$ cat config.mk
export PLATFORM = sky130hd
export DESIGN_NAME = muldiv_seq
export DESIGN_NICKNAME = d
export VERILOG_FILES = /design/src/rtl/muldiv_seq.sv
export SDC_FILE = /design/constraint.sdc
export NUM_CORES = 1
export LEC_CHECK = 0
export CAP_MARGIN = 25
export CORE_MARGIN = 2
export CORE_UTILIZATION = 36
export CTS_BUF_LIST = sky130_fd_sc_hd__clkbuf_4 sky130_fd_sc_hd__clkbuf_8
export DETAILED_ROUTE_END_ITERATION = 10
export MAX_ROUTING_LAYER = met4
export SKIP_CTS_REPAIR_TIMING = 1
export SYNTH_ARGS = -nofsm -noshare
export SYNTH_HDL_FRONTEND = slang
export SYNTH_SLANG_ARGS = --single-unit
$ cat constraint.sdc
create_clock -name clk -period 5.5 [get_ports clk]
set_input_delay 0.825 -clock clk [delete_from_list [all_inputs] [get_ports clk]]
set_output_delay 0.825 -clock clk [all_outputs]
set_load 0.1 [all_outputs]
$ cat src/rtl/muldiv_seq.sv
// muldiv_seq: iterative signed multiply/divide sequencer for the multicycle MIPS datapath.
// Runs a WIDTH-step radix-2 Booth multiply (op=00) or restoring divide (op=01)
// and returns HI/LO with one-cycle write strobes, or a divide-by-zero pulse.
// Ports:
//   clk       rising-edge clock
//   reset_in  synchronous active-low reset
//   start     request pulse, sampled only in IDLE
//   op        2'b00 MULT, 2'b01 DIV, 2'b1x reserved (ignored)
//   a, b      signed operands (multiplicand/dividend, multiplier/divisor)
//   busy      operation in progress
//   done      one-cycle result pulse; hi_w/lo_w mirror it
//   div_zero  one-cycle pulse for DIV with b==0
//   hi, lo    MULT product halves / DIV remainder and quotient
// Optional: define MULDIV_FAST_ZERO_EN to finish zero-operand operations in one cycle.
module muldiv_seq #(
    parameter int WIDTH = 32,
    parameter int CNT_W = 6
) (
    input  logic             clk,
    input  logic             reset_in,
    input  logic             start,
    input  logic [1:0]       op,
    input  logic [WIDTH-1:0] a,
    input  logic [WIDTH-1:0] b,
    output logic             busy,
    output logic             done,
    output logic             div_zero,
    output logic [WIDTH-1:0] hi,
    output logic [WIDTH-1:0] lo,
    output logic             hi_w,
    output logic             lo_w
);
    typedef enum logic [2:0] {S_IDLE, S_MULT, S_DIV, S_FIN, S_DZ} state_t;
    localparam logic [CNT_W-1:0] LAST = CNT_W'(WIDTH);

    state_t           r_state, w_next;
    logic [CNT_W-1:0] r_cnt;
    logic [WIDTH:0]   r_acc;
    logic [WIDTH-1:0] r_q, r_m, r_hi, r_lo;
    logic             r_q1, r_sa, r_sb, r_hold;
    logic             w_fz;
    logic [WIDTH:0]   w_mext, w_booth, w_shift, w_trial;
    logic [WIDTH-1:0] w_a_mag, w_b_mag, w_quo, w_rem;

`ifdef MULDIV_FAST_ZERO_EN
    assign w_fz = (op == 2'b00 && (a == '0 || b == '0)) || (op == 2'b01 && a == '0 && b != '0);
`else
    assign w_fz = 1'b0;
`endif

    // Accumulator is one bit wider than the operands so that subtracting the
    // most negative multiplicand cannot overflow.
    assign w_mext  = {r_m[WIDTH-1], r_m};
    assign w_booth = (r_q[0] && !r_q1) ? r_acc - w_mext :
                     (!r_q[0] && r_q1) ? r_acc + w_mext : r_acc;
    // Restoring divide: shift next dividend bit into remainder, try subtract.
    assign w_shift = {r_acc[WIDTH-1:0], r_q[WIDTH-1]};
    assign w_trial = w_shift - {1'b0, r_m};
    assign w_a_mag = a[WIDTH-1] ? -a : a;
    assign w_b_mag = b[WIDTH-1] ? -b : b;
    // Quotient truncates toward zero; remainder follows the dividend sign.
    assign w_quo   = (r_sa ^ r_sb) ? -r_q : r_q;
    assign w_rem   = r_sa ? -r_acc[WIDTH-1:0] : r_acc[WIDTH-1:0];

    always_ff @(posedge clk) begin
        if (!reset_in)
            r_state <= S_IDLE;
        else
            r_state <= w_next;
    end

    always_comb begin
        w_next = r_state;
        case (r_state)
            S_IDLE: begin
                if (start && op == 2'b00)
                    w_next = w_fz ? S_FIN : S_MULT;
                else if (start && op == 2'b01)
                    w_next = (b == '0) ? S_DZ : (w_fz ? S_FIN : S_DIV);
            end
            S_MULT, S_DIV: w_next = (r_cnt == LAST) ? S_FIN : r_state;
            default:       w_next = r_hold ? r_state : S_IDLE;
        endcase
    end

    always_comb begin
        busy     = (r_state == S_MULT) || (r_state == S_DIV);
        done     = (r_state == S_FIN) && !r_hold;
        div_zero = (r_state == S_DZ) && !r_hold;
        hi_w     = done;
        lo_w     = done;
        hi       = r_hi;
        lo       = r_lo;
    end

    // Pulses entered straight from IDLE (div-by-zero, fast zero) spend one
    // hold cycle first so they line up one edge after the accept.
    always_ff @(posedge clk) begin
        if (!reset_in) begin
            r_cnt  <= '0;
            r_acc  <= '0;
            r_q    <= '0;
            r_q1   <= 1'b0;
            r_m    <= '0;
            r_sa   <= 1'b0;
            r_sb   <= 1'b0;
            r_hold <= 1'b0;
            r_hi   <= '0;
            r_lo   <= '0;
        end else begin
            case (r_state)
                S_IDLE: begin
                    r_cnt  <= '0;
                    r_acc  <= '0;
                    r_q1   <= 1'b0;
                    r_hold <= (w_next == S_FIN) || (w_next == S_DZ);
                    if (w_next == S_MULT) begin
                        r_m <= a;
                        r_q <= b;
                    end else if (w_next == S_DIV) begin
                        r_q  <= w_a_mag;
                        r_m  <= w_b_mag;
                        r_sa <= a[WIDTH-1];
                        r_sb <= b[WIDTH-1];
                    end
                end
                S_MULT: begin
                    if (r_cnt == LAST) begin
                        r_hi <= r_acc[WIDTH-1:0];
                        r_lo <= r_q;
                    end else begin
                        r_acc <= {w_booth[WIDTH], w_booth[WIDTH:1]};
                        r_q   <= {w_booth[0], r_q[WIDTH-1:1]};
                        r_q1  <= r_q[0];
                        r_cnt <= r_cnt + 1'b1;
                    end
                end
                S_DIV: begin
                    if (r_cnt == LAST) begin
                        r_hi <= w_rem;
                        r_lo <= w_quo;
                    end else begin
                        r_acc <= w_trial[WIDTH] ? w_shift : w_trial;
                        r_q   <= {r_q[WIDTH-2:0], !w_trial[WIDTH]};
                        r_cnt <= r_cnt + 1'b1;
                    end
                end
                default: begin
                    r_hold <= 1'b0;
                    if (r_state == S_FIN && r_hold) begin
                        r_hi <= '0;
                        r_lo <= '0;
                    end
                end
            endcase
        end
    end
endmodule

* After elaboration in Yosys (flattened, before gate mapping)
Cells that the tools add are included.
Operators by class: $add $sub $neg 8, multiply operators 0, equal/unequal tests 16, shift-type cells 0, divide/modulo/power cells 0, reduce and logical (&&, ||, !) cells 29, muxes and demuxes 35, order comparisons 0, bitwise gates (word level) 3
Operators by type and width (count):
- two-way mux 32 bit | 15
- one-hot mux 32 bit (3 select lines) | 3
- two-way mux 33 bit | 5
- negation 32 bit | 4
- one-hot mux 33 bit (3 select lines) | 1
- adder 33 bit | 1
- subtractor 33 x 32 -> 33 bit | 1
- subtractor 33 bit | 1
- logical NOT 32 bit | 1
- two-way mux 3 bit | 5
- equality test 3 x 2 -> 1 bit, second input constant | 4
- one-hot mux 6 bit (2 select lines) | 1
- != test 2 bit, second input constant | 5
- AND reduction 4 bit | 2
- logical AND 1 bit | 7
- adder 6 x 1 -> 6 bit, second input constant | 1
- equality test 3 x 1 -> 1 bit, second input constant | 2
- equality test 3 bit, second input constant | 2
- equality test 6 bit, second input constant | 1
- two-way mux 6 bit | 1
- one-hot mux 3 bit (2 select lines) | 1
- AND reduction 2 bit | 3
- AND reduction 3 bit | 2
- nonzero test 2 bit | 3
- other kinds (12) | 19
Storage, ports and cells: output and inout bits 69, input bits 69, latch bits 0, memories 0, flip-flop bits (word level) 174, bits in writable memories 0, word-level logic and storage cells 102, memory bits (read-only) 0

* Longest topological paths before layout
Gate-level depths: netlist (run 1).
depth in word-level cells 9, depth in mapped cells 22, mapped depth without buffers 20

* Worst setup path after synthesis (run 1)
Ideal clock, no wire load.
path kind reg2out, from reg r_state[2], to out div_zero, setup slack 1057 ps, arrival 3618 ps, data required time 4675 ps, path buffers 1, cell stages (with the launch flop) 4, cell sequence dfxtp_1 -> clkbuf_1 -> inv_1 -> nor4_1
On the way: cells in the longest elaborated chain, start to end 2
RTL lines:
- start, declared | RTL line 36 | state_t r_state, w_next;
- start signal, assigned | RTL line 69 | r_state <= w_next;
- equality test 3 bit | RTL line 89 | div_zero = (r_state == S_DZ) && !r_hold;
- logical AND 1 bit | RTL line 89
- end, declared | RTL line 27 | output logic div_zero,
No other way between the ends.

* Worst setup path in the final report (run 1)
from reg r_acc[12], to reg r_acc[29]
On the way: cells in the longest elaborated chain, start to end 5, elaborated cells on any way between the ends 9, those cells by class add/sub: 3; mux: 6
RTL lines:
- start, declared | RTL line 38 | logic [WIDTH:0] r_acc;
- start signal, assigned | RTL line 132 | r_acc <= {w_booth[WIDTH], w_booth[WIDTH:1]};
- start signal, assigned | RTL line 143 | r_acc <= w_trial[WIDTH] ? w_shift : w_trial;
- adder 33 bit | RTL line 55 | (!r_q[0] && r_q1) ? r_acc + w_mext : r_acc;
- two-way mux 33 bit | RTL line 55
- two-way mux 33 bit | RTL line 54 | assign w_booth = (r_q[0] && !r_q1) ? r_acc - w_mext :
- two-way mux 33 bit | RTL line 128 | if (r_cnt == LAST) begin
- one-hot mux 33 bit (3 select lines) * | RTL line 111 | case (r_state)
Every way passes the cells marked *; elsewhere a longest branch is shown, timed or not. The select of a mux whose other input is x is not followed. A chain may end at the register's enable or synchronous reset.

==> insert_results.sql, run 1 <==
INSERT INTO impl_metrics (metric_group, metric, value, unit) VALUES
('setup_path', 'timing.reg2reg.setup_slack', '0.52', 'ns'),
('drt', 'first_pass_iters', '8', ''),
('drt', 'detail_route.drc_violations', '0', ''),
('floorplanning', 'initial_utilization', '0.363', ''),
('floorplanning', 'die_area', '48400', 'sq um'),
('floorplanning', 'die_height', '220', 'um'),
('setup_path', 'critical_path_endpoint', 'r_acc[29]', ''),
('synth', 'synth-edff-count', '0', ''),
('setup_path', 'required', '5.94', 'ns'),
('place', 'detailed_place_hpwl', '49900', 'um'),
('timing', 'timing.final.setup_violations', '0', ''),
('finish', 'post_route_cells_drive_above_1_share', '0.0672', ''),
('setup_path', 'timing.critical_path.from_type', 'flip-flop', ''),
('place', 'gpl.final_weighted_congestion', '0.957', ''),
('finish', 'final_layout_fill_cell_count', '4809', ''),
('finish', 'final_cell_count_no_fill', '2944', ''),
('finish', 'postLayoutCoreUtil', '0.414', ''),
('setup_path', 'cp_slowest_cell', 'dfxtp_1', ''),
('clock_network', 'clock_tree_from_tritoncts', 'yes', ''),
('run_status', 'status', 'finished clean', ''),
('timing', 'final_min_period_over_clock_period', '0.906', ''),
('setup_path', 'cp-end-kind', 'flip-flop', ''),
('synth', 'synth_largest_area_cell', 'dfxtp_1', ''),
('finish', 'multi_input_comb_area', '12300', 'sq um'),
('finish', 'nNetsFinal', '2498', ''),
('timing', 'timing.slew.headroom', '0.323', ''),
('synth', 'synth.area.top_cells', 'dfxtp_1 (21%), ha_1 (7.7%), a21oi_1 (6.0%)', ''),
('drt', 'drt-total-wl', '66100', 'um'),
('global_routing', 'number_of_antenna_violations_at_the_first_check_in_global_routing', '1', ''),
('timing', 'worst_clock_skew', '0.0193', 'ns'),
('finish', 'seqCellArea', '3480', 'sq um'),
('timing', 'rsz0062_at_grt', 'false', ''),
('global_routing', 'grt_max_degree', '99', ''),
('global_routing', 'vias_in_the_first_global_route', '17013', ''),
('timing', 'final_max_slew_viol_count', '0', ''),
('clock_network', 'clkTransAtPathRegs', '0.11', 'ns'),
('setup_path', 'path_class', 'reg -> reg', ''),
('drt', 'num_vias', '18382', ''),
('synth', 'yosys.cell_count.top_type', 'nor2_1', ''),
('power_and_ir_drop', 'power.ir.vdd_worst', '0.183', 'mV'),
('synth', 'syn-cell-area', '16800', 'sq um'),
('setup_path', 'timing.critical_path.from', 'r_acc[12]', ''),
('timing', 'period_minus_slack', '4.98', 'ns'),
('drt', 'drt-wirelength-per-cell', '22.4', 'um'),
('clock_network', 'clock_sinks', '174', ''),
('synth', 'synth.top_cell.area_share', '0.207', ''),
('synth', 'synth-seq-cells', '174', ''),
('clock_network', 'cts_root_buf', 'clkbuf_8', ''),
('clock_network', 'tritoncts.num_buffers', '17', ''),
('clock_network', 'cts-htree-levels', '4', ''),
('synth', 'synth.net_count', '2453', ''),
('synth', 'synthesis.yosys.warnings', '0', ''),
('timing', 'finalHoldViolations', '0', ''),
('synth', 'synth_area_per_cell', '7.37', 'sq um'),
('synth', 'synth_async_sr_flop_share', '0', ''),
('setup_path', 'worstPathBufferInverterCount', '2', ''),
('worst_hold_path', 'timing.hold.worst.class', 'reg -> reg', ''),
('setup_path', 'arrival', '5.43', 'ns'),
('setup_path', 'critical_path_depth', '18', ''),
('floorplanning', 'ioPinCount', '138', ''),
('power_and_ir_drop', 'total_power', '5850', 'uW'),
('global_routing', 'grt_first_pass_wirelength', '100000', 'um'),
('drt', 'detailedRoute.firstIterationViolations', '1877', ''),
('clock_network', 'insertion_delay', '0.51', 'ns'),
('setup_path', 'timing.critical_path.fanout_max', '14', ''),
('flow_run', 'maxCapViolCount', '0', ''),
('place', 'numPlacedInstances', '2911', ''),
('drt', 'detail-route-antenna-nets', '0', ''),
('power_and_ir_drop', 'power.static_leakage', '0.00781', 'uW'),
('setup_path', 'rr_endpoint', 'r_acc[29]', ''),
('synth', 'yosys_most_used_dff', 'dfxtp_1', '');
-- cell families after synthesis --
kind of cell	after synthesis	synth area share
and+or+nand+nor	671	0.190
buffers and inverters	266	0.0651
muxes	28	0.0173
adders and majority gates	106	0.0803
xor gates and xnor gates	139	0.0725
AOI/OAI and AO/OA	894	0.367
DFF	174	0.207
-- routing by layer --
layer  part of all wire  vias up  track usage
met5                  0        -            -
met3              0.067      145       0.0356
met2               0.46      837        0.439
met1               0.43     8844        0.352
li1                   -     8556            -
met4              0.041        0        0.106
-- per-stage QoR --
stage / setup slack (ns) / area [sq um] / hold slack (ns)
floorplan: 1.06 / 16800 / 0.444
global placement: 0.665 / 18700 / 0.463
detailed placement: 0.607 / 18700 / 0.465
CTS: 0.566 / 19100 / 0.489
global route: 0.0473 / 19100 / 0.512
finish: 0.515 / 19100 / 0.488
-- registers in the layout (all words and copies together) (netlist names), 3 cells and up --
name,cells
r_q,32
hi,32
lo,32
r_acc,33
r_cnt,6
r_state,3
r_m,32
-- power breakdown --
part	total [uW]	switching, uW	internal [uW]
Clock	1000	545	457
Combinational	3310	2030	1280
Sequential	1540	187	1360
Total	5850	2760	3090
-- worst register-to-register path, stage by stage, from the launching register on --
cell      delay (ns)
dfxtp_1         0.60
ha_1            0.37
a211oi_1        0.28
nor2_1          0.08
a211oi_1        0.29
o211ai_1        0.20
o311ai_1        0.42
nand3_1         0.12
a221oi_1        0.43
nor2b_1         0.09
o21ai_0         0.23
nand2b_1        0.10
ha_1            0.59
inv_1           0.11
buf_4           0.20
or3_1           0.37
mux2i_1         0.15
o221ai_1        0.15
o21ai_1         0.14
-- final cells by class --
| cell class | instances | share of cell area |
|---|---|---|
| clock buffers | 17 | 0.0122 |
| well taps | 607 | 0.0397 |
| inverters | 91 | 0.0178 |
| multi-input cells | 1838 | 0.640 |
| clock inverters | 15 | 0.00960 |
| repair buffers | 201 | 0.0986 |
| diodes | 1 | 0.000131 |
| flip-flops and latches | 174 | 0.182 |
-- worst min-delay path by stage --
| stage | from | to | slack [ns] | cells after the start |
|---|---|---|---|---|
| 6_report | r_cnt[5] | r_cnt[5] | 0.49 | 1 |
| 5_1_grt | r_cnt[5] | r_cnt[5] | 0.51 | 1 |
| 4_1_cts | r_cnt[5] | r_cnt[5] | 0.49 | 1 |
| 3_5_place_dp | r_cnt[5] | r_cnt[5] | 0.46 | 1 |
| 3_3_place_gp | r_cnt[5] | r_cnt[5] | 0.46 | 1 |
| 2_1_floorplan | r_cnt[5] | r_cnt[5] | 0.44 | 1 |
-- layout by cell type, fill, tap and decap left out, types with 17 or more instances in the layout --
cell type	n
clkdlybuf4s50_1	135
o21ai_1	22
nor2b_1	18
dfxtp_1	174
mux2i_1	20
nand3_1	32
o21a_1	17
o211a_1	45
or3_1	30
o211ai_1	23
nand2b_1	36
nor3_1	45
o31ai_1	33
nor2_1	217
xor2_1	58
a211oi_1	31
o41ai_1	17
clkbuf_8	17
nand2_1	190
o21ai_0	185
a221oi_1	46
a21oi_1	201
ha_1	103
o311ai_0	26
xnor2_1	81
a31oi_1	24
a21o_1	33
inv_1	89
o22ai_1	35
buf_4	61
Note: power is estimated with default switching activity, not from simulation.
==> inputs of run 2 (changes only) <==
--- a/config.mk
+++ b/config.mk
@@ -10,6 +10,7 @@
 export CORE_UTILIZATION = 36
 export CTS_BUF_LIST = sky130_fd_sc_hd__clkbuf_4 sky130_fd_sc_hd__clkbuf_8
 export DETAILED_ROUTE_END_ITERATION = 10
+export GPL_TIMING_DRIVEN = 0
 export MAX_ROUTING_LAYER = met4
 export SKIP_CTS_REPAIR_TIMING = 1
 export SYNTH_ARGS = -nofsm -noshare
==> insert_results.sql, run 2 (synthesis results as in run 1) <==
INSERT INTO impl_metrics (metric_group, metric, value, unit) VALUES
('run_status', 'status', 'finished clean', ''),
('floorplanning', 'ioPinCount', '138', ''),
('floorplanning', 'die_area', '48400', 'sq um'),
('clock_network', 'cts-htree-levels', '4', ''),
('floorplanning', 'die_w', '220', 'um'),
('setup_path', 'arrival', '5.60', 'ns'),
('timing', 'tightest_slew', '0.997', 'ns'),
('finish', 'area.growth.synth_to_final', '15.3', '%'),
('drt', 'drt-total-wl', '77300', 'um'),
('setup_path', 'cpPeakStageDelay', '0.49', 'ns'),
('global_routing', 'global_route.usage.total', '0.323', ''),
('power_and_ir_drop', 'power.static_leakage', '0.00780', 'uW'),
('clock_network', 'cts_root_buf', 'clkbuf_8', ''),
('setup_path', 'required', '5.95', 'ns'),
('drt', 'detailedRoute.firstIterationViolations', '2350', ''),
('timing', 'final_max_slew_viol_count', '0', ''),
('finish', 'nNetsFinal', '2609', ''),
('timing', 'rsz0062_at_grt', 'false', ''),
('timing', 'finalHoldViolations', '0', ''),
('worst_hold_path', 'timing.hold.worst.class', 'reg -> reg', ''),
('finish', 'leading_cell_type_in_the_layout_fill_and_taps_excluded', 'nor2_1', ''),
('clock_network', 'cts.path.max_buffers', '2', ''),
('finish', 'max_flop_register', 'r_acc', ''),
('clock_network', 'tritoncts.num_buffers', '17', ''),
('clock_network', 'clock_tree_from_tritoncts', 'yes', ''),
('flow_run', 'maxCapViolCount', '0', ''),
('finish', 'multi_input_comb_area', '12200', 'sq um'),
('timing', 'timing.final.setup_violations', '0', ''),
('setup_path', 'timing.critical_path.fanout_max', '10', ''),
('power_and_ir_drop', 'total_power', '5940', 'uW'),
('power_and_ir_drop', 'power.ir.vdd_worst', '0.198', 'mV'),
('floorplanning', 'core-area', '46300', 'sq um'),
('finish', 'final_layout_fill_cell_count', '4862', ''),
('clock_network', 'clkTransAtPathRegs', '0.11', 'ns'),
('timing', 'clock.fmax', '194', 'MHz'),
('finish', 'postLayoutCoreUtil', '0.418', ''),
('drt', 'route.detailed.vias_per_inst', '6.36', ''),
('finish', 'seqCellArea', '3490', 'sq um'),
('timing', 'fin_hold_ws', '0.488', 'ns'),
('timing', 'timing.slew.headroom', '0.318', ''),
('setup_path', 'worstPathCellList', 'inv_1 -> ha_1 -> clkbuf_1 -> a21oi_1 -> nor2_1 -> a211oi_1 -> o211ai_1 -> o311ai_2 -> nand3_1 -> a221oi_1 -> nor2b_1 -> o21ai_0 -> nand2b_1 -> ha_2 -> inv_1 -> nor2_1 -> clkbuf_2 -> nand2_1 -> mux2i_1 -> o221ai_1 -> o21ai_1', ''),
('power_and_ir_drop', 'power_per_unit_of_standard_cell_area', '307', 'nW/um^2'),
('timing', 'period_minus_slack', '5.15', 'ns'),
('finish', 'layout.cells.most_common_list', 'nor2_1 (220), a21oi_1 (202), nand2_1 (191)', ''),
('drt', 'drt-wirelength-per-cell', '25.3', 'um'),
('global_routing', 'grt_max_degree', '20', ''),
('drt', 'detail-route-antenna-nets', '0', ''),
('global_routing', 'grt_overflow_total', '0', ''),
('setup_path', 'timing.critical_path.max_delay_family', 'compound AO/OA/AOI/OAI gates', ''),
('timing', 'final_min_period_over_clock_period', '0.936', ''),
('setup_path', 'worstPathBufferInverterCount', '4', ''),
('place', 'detailed_place_hpwl', '60700', 'um'),
('floorplanning', 'num_rows', '79', ''),
('place', 'port_buffers', '135', ''),
('floorplanning', 'initial_utilization', '0.363', ''),
('clock_network', 'insertion_delay', '0.52', 'ns'),
('finish', 'largest_register_ffs', '33', ''),
('setup_path', 'path_class', 'reg -> reg', ''),
('place', 'gpl.final_weighted_congestion', '0.989', ''),
('finish', 'antenna_cells', '0', ''),
('finish', 'finalInstanceArea', '19400', 'sq um'),
('timing', 'worst_clock_skew', '0.0229', 'ns'),
('place', 'placed_inst_area', '18900', 'sq um'),
('timing', 'fin_tns_setup', '0', 'ns'),
('floorplanning', 'die_height', '220', 'um'),
('global_routing', 'grt_first_pass_wirelength', '114000', 'um'),
('drt', 'detail_route.drc_violations', '0', ''),
('global_routing', 'number_of_antenna_violations_at_the_first_check_in_global_routing', '0', ''),
('setup_path', 'cp-end-kind', 'flip-flop', ''),
('finish', 'post_route_cells_drive_above_1_share', '0.0539', ''),
('setup_path', 'cp_slowest_cell', 'dfxtp_1', ''),
('drt', 'first_pass_iters', '6', ''),
('setup_path', 'timing.critical_path.from_type', 'flip-flop', ''),
('drt', 'num_vias', '19432', ''),
('clock_network', 'clock_sinks', '174', ''),
('global_routing', 'vias_in_the_first_global_route', '18249', '');
[run 2: through the flow]
| step | worst slack (ns) | std cells |
|---|---|---|
| floorplan | 1.06 | 2278 |
| global placement | -0.349 | 3020 |
| detailed placement | -0.380 | 3022 |
| CTS | -0.405 | 3054 |
| global route | 0.0787 | 3054 |
| finish | 0.350 | 3054 |
[run 2: cell type report]
cell class / count / share of cell area
Multi-Input combinational cell: 1838 / 0.632
Inverter: 91 / 0.0177
Tap cell: 607 / 0.0392
Timing Repair Buffer: 138 / 0.0716
Sequential cell: 174 / 0.180
Clock inverter: 15 / 0.00892
Buffer: 174 / 0.0387
Clock buffer: 17 / 0.0121
[run 2: per-layer routing]
layer / up-vias / GRT usage / wire (um)
met5: - / - / 0
met3: 204 / 0.0427 / 7000
li1: 8804 / - / -
met2: 1101 / 0.503 / 34600
met4: 0 / 0.132 / 3580
met1: 9323 / 0.421 / 32100
[run 2: report_power, final]
| part | leakage (uW) | total (uW) | internal (uW) | switching, uW |
|---|---|---|---|---|
| Clock | 0.000202 | 937 | 346 | 592 |
| Combinational | 0.00618 | 3420 | 1260 | 2170 |
| Sequential | 0.00142 | 1580 | 1360 | 222 |
| Total | 0.00780 | 5940 | 2960 | 2980 |
[run 2: final timing paths]
path | endpoint | start | depth (start not counted) | slack (ns)
hold reg to reg | r_cnt[5] | r_cnt[5] | 1 | 0.49
hold / removal | r_cnt[5] | r_cnt[5] | 1 | 0.49
setup reg to reg | r_acc[29] | r_m[17] | 21 | 0.35
setup / recovery | r_acc[29] | r_m[17] | 21 | 0.35
==> inputs of run 3 (changes only) <==
--- a/config.mk
+++ b/config.mk
@@ -6,12 +6,14 @@
 export NUM_CORES = 1
 export LEC_CHECK = 0
 export CAP_MARGIN = 25
+export CORE_ASPECT_RATIO = 1.2
 export CORE_MARGIN = 2
 export CORE_UTILIZATION = 36
 export CTS_BUF_LIST = sky130_fd_sc_hd__clkbuf_4 sky130_fd_sc_hd__clkbuf_8
 export DETAILED_ROUTE_END_ITERATION = 10
 export GPL_TIMING_DRIVEN = 0
 export MAX_ROUTING_LAYER = met4
+export PLACE_DENSITY = 0.53
 export SKIP_CTS_REPAIR_TIMING = 1
 export SYNTH_ARGS = -nofsm -noshare
 export SYNTH_HDL_FRONTEND = slang
==> insert_results.sql, run 3 (synthesis results as in run 1) <==
INSERT INTO impl_metrics (metric_group, metric, value, unit) VALUES
('setup_path', 'worstPathCellList', 'inv_1 -> ha_1 -> fa_1 -> nor2b_1 -> o31a_1 -> o211ai_1 -> o211ai_1 -> o311ai_4 -> nand3_1 -> a221oi_2 -> nor2b_1 -> o21ai_0 -> nand2b_1 -> ha_2 -> inv_1 -> nor2_1 -> clkbuf_4 -> nand2_1 -> mux2i_1 -> o221ai_1 -> o21ai_1', ''),
('setup_path', 'timing.critical_path.fanout_max', '10', ''),
('floorplanning', 'ioPinCount', '138', ''),
('setup_path', 'timing.reg2reg.setup_slack', '0.18', 'ns'),
('floorplanning', 'core-area', '45900', 'sq um'),
('floorplanning', 'die_height', '241', 'um'),
('setup_path', 'timing.critical_path.from', 'r_q[31]', ''),
('clock_network', 'insertion_delay', '0.53', 'ns'),
('floorplanning', 'die_w', '201', 'um'),
('clock_network', 'clock_sinks', '174', ''),
('timing', 'final_min_period_over_clock_period', '0.966', ''),
('timing', 'tightest_slew', '1.21', 'ns'),
('power_and_ir_drop', 'power.static_leakage', '0.00782', 'uW'),
('setup_path', 'cp-end-kind', 'flip-flop', ''),
('drt', 'detailedRoute.firstIterationViolations', '2002', ''),
('finish', 'largest_register_ffs', '33', ''),
('clock_network', 'clock_tree_from_tritoncts', 'yes', ''),
('power_and_ir_drop', 'total_power', '6150', 'uW'),
('setup_path', 'r2r_cells', '21', ''),
('timing', 'finalHoldViolations', '0', ''),
('global_routing', 'grt_first_pass_wirelength', '119000', 'um'),
('place', 'detailed_place_hpwl', '64700', 'um'),
('timing', 'worst_clock_skew', '0.0237', 'ns'),
('timing', 'final_max_slew_viol_count', '0', ''),
('setup_path', 'path_class', 'reg -> reg', ''),
('global_routing', 'grt_max_degree', '20', ''),
('floorplanning', 'die_area', '48400', 'sq um'),
('setup_path', 'critical_path.reg2reg.startpoint', 'r_q[31]', ''),
('timing', 'fin_hold_ws', '0.505', 'ns'),
('flow_run', 'maxCapViolCount', '0', ''),
('setup_path', 'cpPeakStageDelay', '0.51', 'ns'),
('finish', 'area.growth.synth_to_final', '15.6', '%'),
('place', 'pre_cts_slack', '-1.05', 'ns'),
('drt', 'detail-route-antenna-nets', '0', ''),
('global_routing', 'number_of_antenna_violations_at_the_first_check_in_global_routing', '0', ''),
('run_status', 'status', 'finished clean', ''),
('global_routing', 'global_route.usage.total', '0.338', ''),
('finish', 'nNetsFinal', '2607', ''),
('clock_network', 'cts_root_buf', 'clkbuf_8', ''),
('timing', 'setup_slack', '0.185', 'ns'),
('drt', 'route.detailed.vias_per_inst', '6.23', ''),
('finish', 'max_flop_register', 'r_acc', ''),
('setup_path', 'rr_endpoint', 'r_acc[29]', ''),
('timing', 'clock.fmax', '188', 'MHz'),
('clock_network', 'clkTransAtPathRegs', '0.12', 'ns'),
('place', 'gpl.final_weighted_congestion', '0.948', ''),
('place', 'port_buffers', '135', ''),
('setup_path', 'required', '5.96', 'ns'),
('setup_path', 'arrival', '5.78', 'ns'),
('timing', 'period_minus_slack', '5.32', 'ns'),
('drt', 'detail_route.drc_violations', '0', ''),
('power_and_ir_drop', 'power_per_unit_of_standard_cell_area', '317', 'nW/um^2'),
('finish', 'post_route_cells_drive_above_1_share', '0.0544', ''),
('drt', 'drt-total-wl', '81500', 'um'),
('timing', 'rsz0062_at_grt', 'false', ''),
('clock_network', 'tritoncts.num_buffers', '17', ''),
('finish', 'final_layout_fill_cell_count', '4889', ''),
('finish', 'layout.cells.most_common_list', 'nor2_1 (220), a21oi_1 (202), nand2_1 (191)', ''),
('setup_path', 'critical_path_endpoint', 'r_acc[29]', ''),
('drt', 'drt-wirelength-per-cell', '26.6', 'um'),
('clock_network', 'cts-htree-levels', '4', ''),
('clock_network', 'cts.path.max_buffers', '2', ''),
('timing', 'timing.slew.headroom', '0.197', ''),
('finish', 'leading_cell_type_in_the_layout_fill_and_taps_excluded', 'nor2_1', ''),
('floorplanning', 'initial_utilization', '0.365', ''),
('setup_path', 'cp_slowest_cell', 'ha_2', ''),
('global_routing', 'grt_overflow_total', '0', ''),
('drt', 'num_vias', '19085', ''),
('power_and_ir_drop', 'power.ir.vdd_worst', '0.137', 'mV'),
('worst_hold_path', 'timing.hold.worst.class', 'reg -> reg', ''),
('finish', 'antenna_cells', '0', ''),
('timing', 'fin_tns_setup', '0', 'ns'),
('timing', 'timing.final.setup_violations', '0', ''),
('setup_path', 'timing.critical_path.from_type', 'flip-flop', ''),
('floorplanning', 'num_rows', '86', ''),
('drt', 'first_pass_iters', '6', ''),
('global_routing', 'vias_in_the_first_global_route', '18307', '');
[run 3: report_power, final]
part           leakage [uW]  internal (uW)  switching (uW)
clock network      0.000225            435             603
registers           0.00142           1360             230
logic               0.00618           1260            2270
total               0.00782           3050            3100
[run 3: worst min-delay path by stage]
stage / to / from / depth (start not counted) / slack (ns)
5_1_grt: r_cnt[5] / r_cnt[5] / 1 / 0.52
3_5_place_dp: r_cnt[5] / r_cnt[5] / 1 / 0.48
6_report: r_cnt[5] / r_cnt[5] / 1 / 0.50
4_1_cts: r_cnt[5] / r_cnt[5] / 1 / 0.50
2_1_floorplan: r_cnt[5] / r_cnt[5] / 1 / 0.44
3_3_place_gp: r_cnt[5] / r_cnt[5] / 1 / 0.47
[run 3: layout make-up]
class / count / area (sq um) / share of cell area
sequential: 174 / 3490 / 0.180
clock buffer: 17 / 234 / 0.0121
clock inverter: 15 / 219 / 0.0113
multi-input combinational: 1838 / 12200 / 0.631
inverter: 91 / 342 / 0.0176
timing repair buffer: 136 / 1360 / 0.0699
tap: 616 / 771 / 0.0397
buffer: 174 / 752 / 0.0388
[run 3: routing by layer]
layer / share of wire / up-vias / global-route usage
met4: 0.065 / 0 / 0.203
met5: 0 / - / -
met2: 0.48 / 891 / 0.568
met3: 0.060 / 229 / 0.0437
li1: - / 8786 / -
met1: 0.40 / 9179 / 0.385
[run 3: worst max-delay path, delay by kind of cell, from the launching register on]
kind                       cells  cell delay, ns
AOI/OAI and AO/OA              8            2.13
adders and majority gates      3            0.94
buffers and inverters          3            0.75
DFF                            1            0.40
muxes                          1            0.24
and+or+nand+nor                6            0.79
[run 3: per-stage QoR]
step                      instances  utilization  instance area, sq um
after floorplan                2278            -                 16800
after CTS                      3062        0.422                 19400
after global placement         3029        0.412                 18900
final                          3061        0.422                 19400
after detailed placement       3030        0.412                 18900
after global routing           3061        0.422                 19400
